File: src/rtl/uart_alu_ctrl_if.sv
// rtl/uart_alu_ctrl_if.sv - receiver, ALU and transmitter signals seen by the command sequencer
interface uart_alu_ctrl_if #(
    parameter int DATA_WIDTH = 8,
    parameter int OP_WIDTH   = 6
);
    logic [DATA_WIDTH-1:0] i_rx_data;
    logic                  i_rx_done;
    logic [DATA_WIDTH-1:0] i_alu_result;
    logic                  i_tx_done;
    logic [DATA_WIDTH-1:0] o_alu_a;
    logic [DATA_WIDTH-1:0] o_alu_b;
    logic [OP_WIDTH-1:0]   o_alu_op;
    logic [DATA_WIDTH-1:0] o_tx_data;
    logic                  o_tx_start;
    logic                  o_busy;
    logic                  o_timeout;
    logic                  o_overrun;

    // Sequencer side
    modport slave (
        input  i_rx_data, i_rx_done, i_alu_result, i_tx_done,
        output o_alu_a, o_alu_b, o_alu_op, o_tx_data,
        output o_tx_start, o_busy, o_timeout, o_overrun
    );

    // Surrounding UART/ALU side
    modport master (
        output i_rx_data, i_rx_done, i_alu_result, i_tx_done,
        input  o_alu_a, o_alu_b, o_alu_op, o_tx_data,
        input  o_tx_start, o_busy, o_timeout, o_overrun
    );
endinterface

File: src/rtl/uart_alu_ctrl.sv
// rtl/uart_alu_ctrl.sv - collects A, B, opcode bytes, runs the ALU and sends the result byte
module uart_alu_ctrl #(
    parameter int DATA_WIDTH     = 8,
    parameter int OP_WIDTH       = 6,
    parameter int TIMEOUT_CYCLES = 1000000,
    parameter int TIMEOUT_WIDTH  = 20
) (
    input  logic           i_clk,
    input  logic           i_reset,
    uart_alu_ctrl_if.slave bus
);
    typedef enum logic [2:0] {
        ST_WAIT_A  = 3'd0,
        ST_WAIT_B  = 3'd1,
        ST_WAIT_OP = 3'd2,
        ST_EXEC    = 3'd3,
        ST_SEND    = 3'd4,
        ST_WAIT_TX = 3'd5
    } state_t;

    localparam logic [TIMEOUT_WIDTH-1:0] TIMEOUT_LAST = TIMEOUT_WIDTH'(TIMEOUT_CYCLES - 1);

    state_t                   state, state_nx;
    logic [TIMEOUT_WIDTH-1:0] cnt, cnt_nx;
    logic [DATA_WIDTH-1:0]    alu_a_nx, alu_b_nx, tx_data_nx;
    logic [OP_WIDTH-1:0]      alu_op_nx;
    logic                     tx_start_nx, busy_nx, timeout_nx, overrun_nx;

    // Next-state, counter and next-output decode; every output is registered below
    always_comb begin
        state_nx    = state;
        cnt_nx      = cnt;
        alu_a_nx    = bus.o_alu_a;
        alu_b_nx    = bus.o_alu_b;
        alu_op_nx   = bus.o_alu_op;
        tx_data_nx  = bus.o_tx_data;
        tx_start_nx = 1'b0;
        timeout_nx  = 1'b0;
        overrun_nx  = 1'b0;
        case (state)
            ST_WAIT_A: begin
                cnt_nx = '0;
                if (bus.i_rx_done) begin
                    alu_a_nx = bus.i_rx_data;
                    state_nx = ST_WAIT_B;
                end
            end
            ST_WAIT_B: begin
                // A byte arriving on the expiry cycle still wins over the timeout
                if (bus.i_rx_done) begin
                    alu_b_nx = bus.i_rx_data;
                    cnt_nx   = '0;
                    state_nx = ST_WAIT_OP;
                end else if (cnt == TIMEOUT_LAST) begin
                    timeout_nx = 1'b1;
                    cnt_nx     = '0;
                    state_nx   = ST_WAIT_A;
                end else begin
                    cnt_nx = cnt + 1'b1;
                end
            end
            ST_WAIT_OP: begin
                if (bus.i_rx_done) begin
                    alu_op_nx = bus.i_rx_data[OP_WIDTH-1:0];
                    cnt_nx    = '0;
                    state_nx  = ST_EXEC;
                end else if (cnt == TIMEOUT_LAST) begin
                    timeout_nx = 1'b1;
                    cnt_nx     = '0;
                    state_nx   = ST_WAIT_A;
                end else begin
                    cnt_nx = cnt + 1'b1;
                end
            end
            ST_EXEC: begin
                overrun_nx = bus.i_rx_done;
                tx_data_nx = bus.i_alu_result;
                state_nx   = ST_SEND;
            end
            ST_SEND: begin
                overrun_nx  = bus.i_rx_done;
                tx_start_nx = 1'b1;
                state_nx    = ST_WAIT_TX;
            end
            ST_WAIT_TX: begin
                overrun_nx = bus.i_rx_done;
                // o_tx_start is high exactly during the first ST_WAIT_TX cycle, so it
                // masks a done flag still left over from the previous frame
                if (bus.i_tx_done && !bus.o_tx_start) begin
                    state_nx = ST_WAIT_A;
                end
            end
            default: begin
                state_nx = ST_WAIT_A;
                cnt_nx   = '0;
            end
        endcase
        busy_nx = (state_nx == ST_EXEC) || (state_nx == ST_SEND) || (state_nx == ST_WAIT_TX);
    end

    // State, counter and output registers; reset clears everything at once
    always_ff @(posedge i_clk or negedge i_reset) begin
        if (!i_reset) begin
            state          <= ST_WAIT_A;
            cnt            <= '0;
            bus.o_alu_a    <= '0;
            bus.o_alu_b    <= '0;
            bus.o_alu_op   <= '0;
            bus.o_tx_data  <= '0;
            bus.o_tx_start <= 1'b0;
            bus.o_busy     <= 1'b0;
            bus.o_timeout  <= 1'b0;
            bus.o_overrun  <= 1'b0;
        end else begin
            state          <= state_nx;
            cnt            <= cnt_nx;
            bus.o_alu_a    <= alu_a_nx;
            bus.o_alu_b    <= alu_b_nx;
            bus.o_alu_op   <= alu_op_nx;
            bus.o_tx_data  <= tx_data_nx;
            bus.o_tx_start <= tx_start_nx;
            bus.o_busy     <= busy_nx;
            bus.o_timeout  <= timeout_nx;
            bus.o_overrun  <= overrun_nx;
        end
    end
endmodule

File: src/flat_wrapper.sv
// flat-port wrapper written by rule: the top's interface ports become plain ports
module uart_alu_ctrl_flat 
#(
    parameter int DATA_WIDTH     = 8,
    parameter int OP_WIDTH       = 6,
    parameter int TIMEOUT_CYCLES = 1000000,
    parameter int TIMEOUT_WIDTH  = 20
)
  (i_clk, i_reset, bus_i_rx_data, bus_i_rx_done, bus_i_alu_result, bus_i_tx_done, bus_o_alu_a, bus_o_alu_b, bus_o_alu_op, bus_o_tx_data, bus_o_tx_start, bus_o_busy, bus_o_timeout, bus_o_overrun);
  uart_alu_ctrl_if #(.DATA_WIDTH(DATA_WIDTH), .OP_WIDTH(OP_WIDTH)) bus_i ();
  input  logic i_clk;
  input  logic i_reset;
  input wire logic [$bits(bus_i.i_rx_data)-1:0] bus_i_rx_data;
  input wire logic [$bits(bus_i.i_rx_done)-1:0] bus_i_rx_done;
  input wire logic [$bits(bus_i.i_alu_result)-1:0] bus_i_alu_result;
  input wire logic [$bits(bus_i.i_tx_done)-1:0] bus_i_tx_done;
  output wire logic [$bits(bus_i.o_alu_a)-1:0] bus_o_alu_a;
  output wire logic [$bits(bus_i.o_alu_b)-1:0] bus_o_alu_b;
  output wire logic [$bits(bus_i.o_alu_op)-1:0] bus_o_alu_op;
  output wire logic [$bits(bus_i.o_tx_data)-1:0] bus_o_tx_data;
  output wire logic [$bits(bus_i.o_tx_start)-1:0] bus_o_tx_start;
  output wire logic [$bits(bus_i.o_busy)-1:0] bus_o_busy;
  output wire logic [$bits(bus_i.o_timeout)-1:0] bus_o_timeout;
  output wire logic [$bits(bus_i.o_overrun)-1:0] bus_o_overrun;
  assign bus_i.i_rx_data = bus_i_rx_data;
  assign bus_i.i_rx_done = bus_i_rx_done;
  assign bus_i.i_alu_result = bus_i_alu_result;
  assign bus_i.i_tx_done = bus_i_tx_done;
  assign bus_o_alu_a = bus_i.o_alu_a;
  assign bus_o_alu_b = bus_i.o_alu_b;
  assign bus_o_alu_op = bus_i.o_alu_op;
  assign bus_o_tx_data = bus_i.o_tx_data;
  assign bus_o_tx_start = bus_i.o_tx_start;
  assign bus_o_busy = bus_i.o_busy;
  assign bus_o_timeout = bus_i.o_timeout;
  assign bus_o_overrun = bus_i.o_overrun;
  uart_alu_ctrl #(.DATA_WIDTH(DATA_WIDTH), .OP_WIDTH(OP_WIDTH), .TIMEOUT_CYCLES(TIMEOUT_CYCLES), .TIMEOUT_WIDTH(TIMEOUT_WIDTH)) u_core (.i_clk(i_clk), .i_reset(i_reset), .bus(bus_i));
endmodule
File: config.mk
export PLATFORM = sky130hd
export DESIGN_NAME = uart_alu_ctrl_flat
export DESIGN_NICKNAME = d
export VERILOG_FILES = /design/src/rtl/uart_alu_ctrl_if.sv /design/src/rtl/uart_alu_ctrl.sv /design/src/flat_wrapper.sv
export SDC_FILE = /design/constraint.sdc
export NUM_CORES = 1
export LEC_CHECK = 0
export CAP_MARGIN = 25
export CORE_MARGIN = 5
export CORE_UTILIZATION = 45
export CTS_CLUSTER_DIAMETER = 150
export DETAILED_ROUTE_END_ITERATION = 6
export GPL_ROUTABILITY_DRIVEN = 0
export PLACE_DENSITY = 0.81
export RECOVER_POWER = 50
export SYNTH_ARGS = -nofsm -noshare
export SYNTH_HDL_FRONTEND = slang
export SYNTH_SLANG_ARGS = --single-unit
File: constraint.sdc
create_clock -name i_clk -period 1.85 [get_ports i_clk]
set_clock_uncertainty 0.2 [all_clocks]
set_input_delay 0.185 -clock i_clk [delete_from_list [all_inputs] [get_ports i_clk]]
set_output_delay 0.185 -clock i_clk [all_outputs]
set_load 0.005 [all_outputs]
## After elaboration in Yosys (flattened, before gate mapping)

Cells that the tools add are included.

| word-level totals | value |
|---|---|
| bits of input ports | 20 |
| word-level logic and storage cells | 44 |
| bits in registers | 57 |
| output and inout bits | 34 |

| cells by class | value |
|---|---|
| eq/ne operators | 9 |
| add/sub/neg operators | 1 |
| mux-type cells | 14 |
| reduce and logical (&&, ||, !) cells | 10 |

Operators by type and width:

| cell | number |
|---|---|
| 20-bit two-way mux | 2 |
| 20-bit case mux with 2 select lines | 1 |
| 20-bit by 1-bit adder with 20-bit output, second input constant | 1 |
| 20-bit == test, second input constant | 1 |
| 3-bit case mux with 6 select lines | 1 |
| 3-bit two-way mux | 5 |
| 3-bit == test, second input constant | 4 |
| 3-bit by 2-bit == test with 1-bit output, second input constant | 3 |
| 2-bit AND reduction | 3 |
| 1-bit two-way mux | 5 |
| 3-bit by 1-bit == test with 1-bit output, second input constant | 1 |
| 3-bit zero test | 1 |
| 3-bit OR reduction | 1 |
| 1-bit logical OR | 2 |
| 2-bit OR reduction | 1 |
| 1-bit logical AND | 1 |
| 1-bit zero test | 1 |

## Longest topological paths before layout

Gate-level depths: netlist of run 1.

| logic depth | value |
|---|---|
| word-level depth | 7 |
| gate-level depth with buffers | 7 |
| depth with buffers taken out | 6 |

## Least setup slack after synthesis of run 1

No wires, ideal clock.

| path | value |
|---|---|
| kind | reg2reg |
| start point | reg u_core.cnt[0] |
| end point | reg u_core.cnt[16] |
| path slack | -0.180 ns |
| buffers on the path | 1 |
| data arrival time | 1.762 ns |
| period minus slack after synthesis | 2.030 ns |
| data required time | 1.581 ns |
| library setup time | 0.069 ns |
| cell stages (with the launch flop) | 8 |
| cell sequence | dfrtp_1 ha_1 and4_1 and2_1 clkbuf_1 a31o_2 or3_1 nand3_1 |

| between the ends | value |
|---|---|
| cells in the longest elaborated chain, start to end | 4 |
| elaborated cells on any way between the ends | 5 |
| those cells by class | 1 x add/sub; 1 x eq/ne; 3 x mux |

RTL lines:

| item | line | text |
|---|---|---|
| start: declaration | uart_alu_ctrl.sv:24 | `logic [TIMEOUT_WIDTH-1:0] cnt, cnt_nx;` |
| start signal: assignment | uart_alu_ctrl.sv:116 | `cnt <= cnt_nx;` |
| 20-bit by 1-bit adder with 20-bit output / 20-bit == test (equally long branches) | - |  |
| 20-bit two-way mux * | uart_alu_ctrl.sv:54, uart_alu_ctrl.sv:67 |  |
| 20-bit two-way mux * | uart_alu_ctrl.sv:50 | `if (bus.i_rx_done) begin` |
| 20-bit case mux with 2 select lines * | uart_alu_ctrl.sv:40 | `case (state)` |

Mark *: on every way between the ends. The rest lies on a longest branch, timed or not.
A chain may end at the register's enable or synchronous reset.

## Worst setup path in the final report of run 1

| path | value |
|---|---|
| start point | reg u_core.state[2] |
| end point | reg u_core.cnt[19] |

| between the ends | value |
|---|---|
| cells in the longest elaborated chain, start to end | 3 |
| elaborated cells on any way between the ends | 8 |
| those cells by class | 5 x eq/ne; 1 x mux; 2 x reduce/logical |

RTL lines:

| item | line | text |
|---|---|---|
| start: declaration | uart_alu_ctrl.sv:23 | `state_t state, state_nx;` |
| start signal: assignment | uart_alu_ctrl.sv:115 | `state <= state_nx;` |
| 3-bit by 2-bit == test with 1-bit output, or another cell as far along | uart_alu_ctrl.sv:40 |  |
| 3-bit OR reduction (no line) / 2-bit OR reduction (equally long branches) | - |  |
| 20-bit case mux with 2 select lines | uart_alu_ctrl.sv:40 |  |

Parallel ways exist; a longest one is shown, timed or not.

==> results of run 1 <==
## layer usage
| metal | global-route usage [%] | up-vias | wire (um) |
|---|---|---|---|
| met5 | 0 | - | 0 |
| met4 | 8.35 | 0 | 128 |
| met3 | 4.61 | 16 | 374 |
| met1 | 22.8 | 1072 | 2710 |
| met2 | 30.7 | 75 | 3490 |
| li1 | - | 999 | - |
## sequential cells by signal (all words and copies together), names as in the netlist
signal,count
u_core.state,3
u_core.bus.o_alu_op,6
u_core.cnt,20
u_core.bus.o_timeout,1
u_core.bus.o_alu_b,8
u_core.bus.o_alu_a,8
u_core.bus.o_tx_data,8
u_core.bus.o_tx_start,1
u_core.bus.o_busy,1
u_core.bus.o_overrun,1
## layout make-up
| class | instances | area (um^2) |
|---|---|---|
| fillers | 387 | 1680 |
| multi-input cells | 154 | 1180 |
| flip-flops and latches | 57 | 1430 |
| inverters | 3 | 11.3 |
| repair buffers | 99 | 888 |
| clock inverters | 3 | 40.0 |
| clock buffers | 12 | 155 |
| well taps | 72 | 90.1 |
## worst max-delay path, delay by kind of cell, from the launching register on
family | cells | cell delay [ns]
simple gates | 4 | 1.08
compound gates | 1 | 0.13
flops | 1 | 0.43
## final timing paths
check	endpoint	slack (ns)	start	cells after the start
setup / recovery	u_core.cnt[19]	-0.06	u_core.state[2]	5
hold / removal	u_core.bus.o_tx_data[7]	0.27	bus_i_alu_result[7]	2
setup reg to reg	u_core.cnt[19]	-0.06	u_core.state[2]	5
hold reg to reg	u_core.bus.o_tx_data[3]	0.30	u_core.bus.o_tx_data[3]	1
max in group asynchronous	u_core.state[0]	0.51	i_reset	3
min in group asynchronous	u_core.bus.o_alu_a[1]	0.40	i_reset	3
## Yosys cell counts
cell | n | share of area, %
a211o_1 | 2 | 0.70
a21oi_1 | 9 | 1.8
a22o_1 | 1 | 0.35
a31o_2 | 1 | 0.35
a31oi_1 | 2 | 0.50
a31oi_2 | 1 | 0.50
and2_1 | 5 | 1.2
and3_1 | 5 | 1.2
and4_1 | 3 | 1.0
and4b_1 | 1 | 0.40
buf_2 | 2 | 0.40
clkbuf_1 | 3 | 0.45
dfrtp_1 | 57 | 57
ha_1 | 1 | 0.50
inv_1 | 3 | 0.45
mux2_2 | 30 | 13
nand2_1 | 21 | 3.1
nand2_2 | 1 | 0.25
nand2b_1 | 3 | 0.75
nand2b_2 | 1 | 0.35
nand3_1 | 9 | 1.8
nand3b_1 | 1 | 0.30
nand4_1 | 4 | 1.0
nor2_1 | 12 | 1.8
nor3_1 | 5 | 1.0
nor3_2 | 1 | 0.40
nor3b_1 | 1 | 0.30
nor4_1 | 4 | 1.0
nor4b_1 | 1 | 0.35
o21ai_0 | 10 | 2.0
o21ai_1 | 2 | 0.40
o31ai_1 | 2 | 0.60
o32ai_1 | 1 | 0.35
or2_2 | 1 | 0.25
or3_1 | 6 | 1.5
or4_1 | 1 | 0.30
xnor2_1 | 5 | 1.7
xor2_1 | 1 | 0.35
## through the flow
step	setup TNS, ns	cell area, um^2	worst slack (ns)
final	-0.0588	3790	-0.0588
after global routing	-0.481	3790	-0.0818
after CTS	-0.00393	3680	-0.00393
after detailed placement	-1.09	3390	-0.126
after global placement	-0.179	3390	-0.0405
after floorplan	-0.467	2550	-0.0755
## power by group through the flow
stage / combinational [mW] / sequential, mW / clock, mW
after global placement: 2.07 / 1.88 / 0
after detailed placement: 2.11 / 1.90 / 0
after global routing: 2.56 / 1.96 / 1.23
after CTS: 2.22 / 1.88 / 1.17
after floorplan: 0.815 / 1.93 / 0
final: 2.40 / 1.90 / 1.16
## kinds of logic (layout without fill, tap and decap cells)
group           count (synthesis)  after routing  share of synthesized area (%)
simple gates                   86             86                           18.4
flops                          57             57                           56.8
compound gates                 31             31                           7.52
mux                            30             30                           13.4
buf+inv                         8            117                           1.29
xor+xnor                        6              6                           2.09
fa+ha+maj                       1              1                          0.498
## repair_timing
| action | 4_1_cts | 5_1_grt |
|---|---|---|
| pin swaps | 1 | 9 |
| hold buffers | 1 | 0 |
| hold endpoints to repair | 57 | 0 |
| setup buffers | 6 | 6 |
| setup endpoints to repair | 19 | 25 |
| resized for setup | 9 | 24 |
==> key figures, run 1 <==
Synth
  – Yosys warns: 0
  – Post-synth cell types: 38
  – Register area share after synthesis: 56.8%
  – Syn avg cell area: 11.5 um^2
  – Post-synthesis cell count: 219
  – Syn Nets: 240
  – Cell Area, Synth: 2510 um^2
  – Seq cells post-synth: 57

Timing
  – Hold Slack: 0.269 ns
  – Endpoints failing setup: 1
  – Actual slew at the worst max-slew pin: 0.768 ns
  – Max-Slew Margin vs Limit: 48.8%
  – Tmin final: 1.91 ns
  – Tcrit/Tclk final: 103%
  – Final hold vios: 0
  – Unrepaired setup endpoints after global routing: yes
  – Max-slew violations: 0
  – Max Fclk: 0.524 GHz
  – Final WS setup: -0.0588 ns

Critical path
  – Crit path kind: reg -> reg
  – Critical Path Max Stage Delay: 0.43 ns
  – CP Data Required Time: 1.91 ns
  – Worst-path fanout max: 5
  – Slowest-stage cell, CP: dfrtp_1
  – Worst setup EP type: flip-flop
  – Crit path DAT: 1.97 ns
  – Setup crit start kind: flip-flop
  – Worst path cell trace: nand3b_1 > nand2_2 > or3_4 > or4_1 > a21oi_1

Clock network
  – Clock sinks: 57
  – Clock Pin Slew Worst Setup and Hold Paths: 0.06 ns
  – CTS Buf Count: 9
  – H-tree depth: 3
  – Root Buffer: clkbuf_8
  – CTS tree: yes
  – Clk_lat worst skew: 0.33 ns
  – Clock tree buffer depth: 2

Power and ir drop
  – Comb pwr share: 44.0%
  – Power Total: 5.46 mW
  – Seq pwr share: 34.8%
  – Switch share: 29.4%
  – Psw: 1.61 mW
  – Maximum vdd drop: 924 uV
  – Power Dens Cells: 1440 nW/um^2
  – Leakage: 1.63 nW
  – Clock network fraction of total power: 21.2%
  – Internal Power: 3.86 mW

Final layout
  – Finished Core Util: 69.3%
  – Non-Filler Instances: 400
  – Fin nets: 345
  – Most common cell after layout, fill and taps aside: dfrtp_1
  – Commonest cells after routing, fill and taps aside: dfrtp_1, clkdlybuf4s50_1, buf_4
  – Synth-to-layout area growth: 51.0%
  – N_diodes: 0
  – Layout cells sized above 1: 34.8%

Drt
  – Via density: 5.41
  – DR WL/cell: 16.8 um
  – DRC viols: 0
  – Antenna-violating nets left: 0
  – DRT iter0 DRCs: 279
  – Via count: 2162
  – Final wirelength: 6.70 mm
  – Initial DRT Pass Iterations: 4

Floorplanning
  – Row count: 27
  – Die height: 84.7 um
  – Ports: 54
  – Initial core utilization: 45.9%
  – Die W: 84.7 um
  – Core ar.: 5470 um^2
  – Die area: 7180 um^2

Place
  – Port bufs: 53
  – Placed Instances: 372
  – Hpwl dp: 4.25 mm

GRT
  – First-pass GRT wire length: 10.6 mm
  – Grt ovf: 0
  – Vias in the first global route: 2223
  – Largest net degree at the start of global routing: 58
  – Initial antenna violation count: 0
  – GRT Resource Usage Total: 18.5%

Hold path
  – HP Class: in -> reg

Status
  – Failing checks: setup timing
  – Status: finished, violations left

Run
  – Max_cap viols: 0
Note: power is estimated with default switching activity, not from simulation.
==> run 2, diff against run 1 <==
SLEW_MARGIN = 20   (was default)
==> results of run 2 <==
Final layout, timing and power as in run 1 (identical DEF).
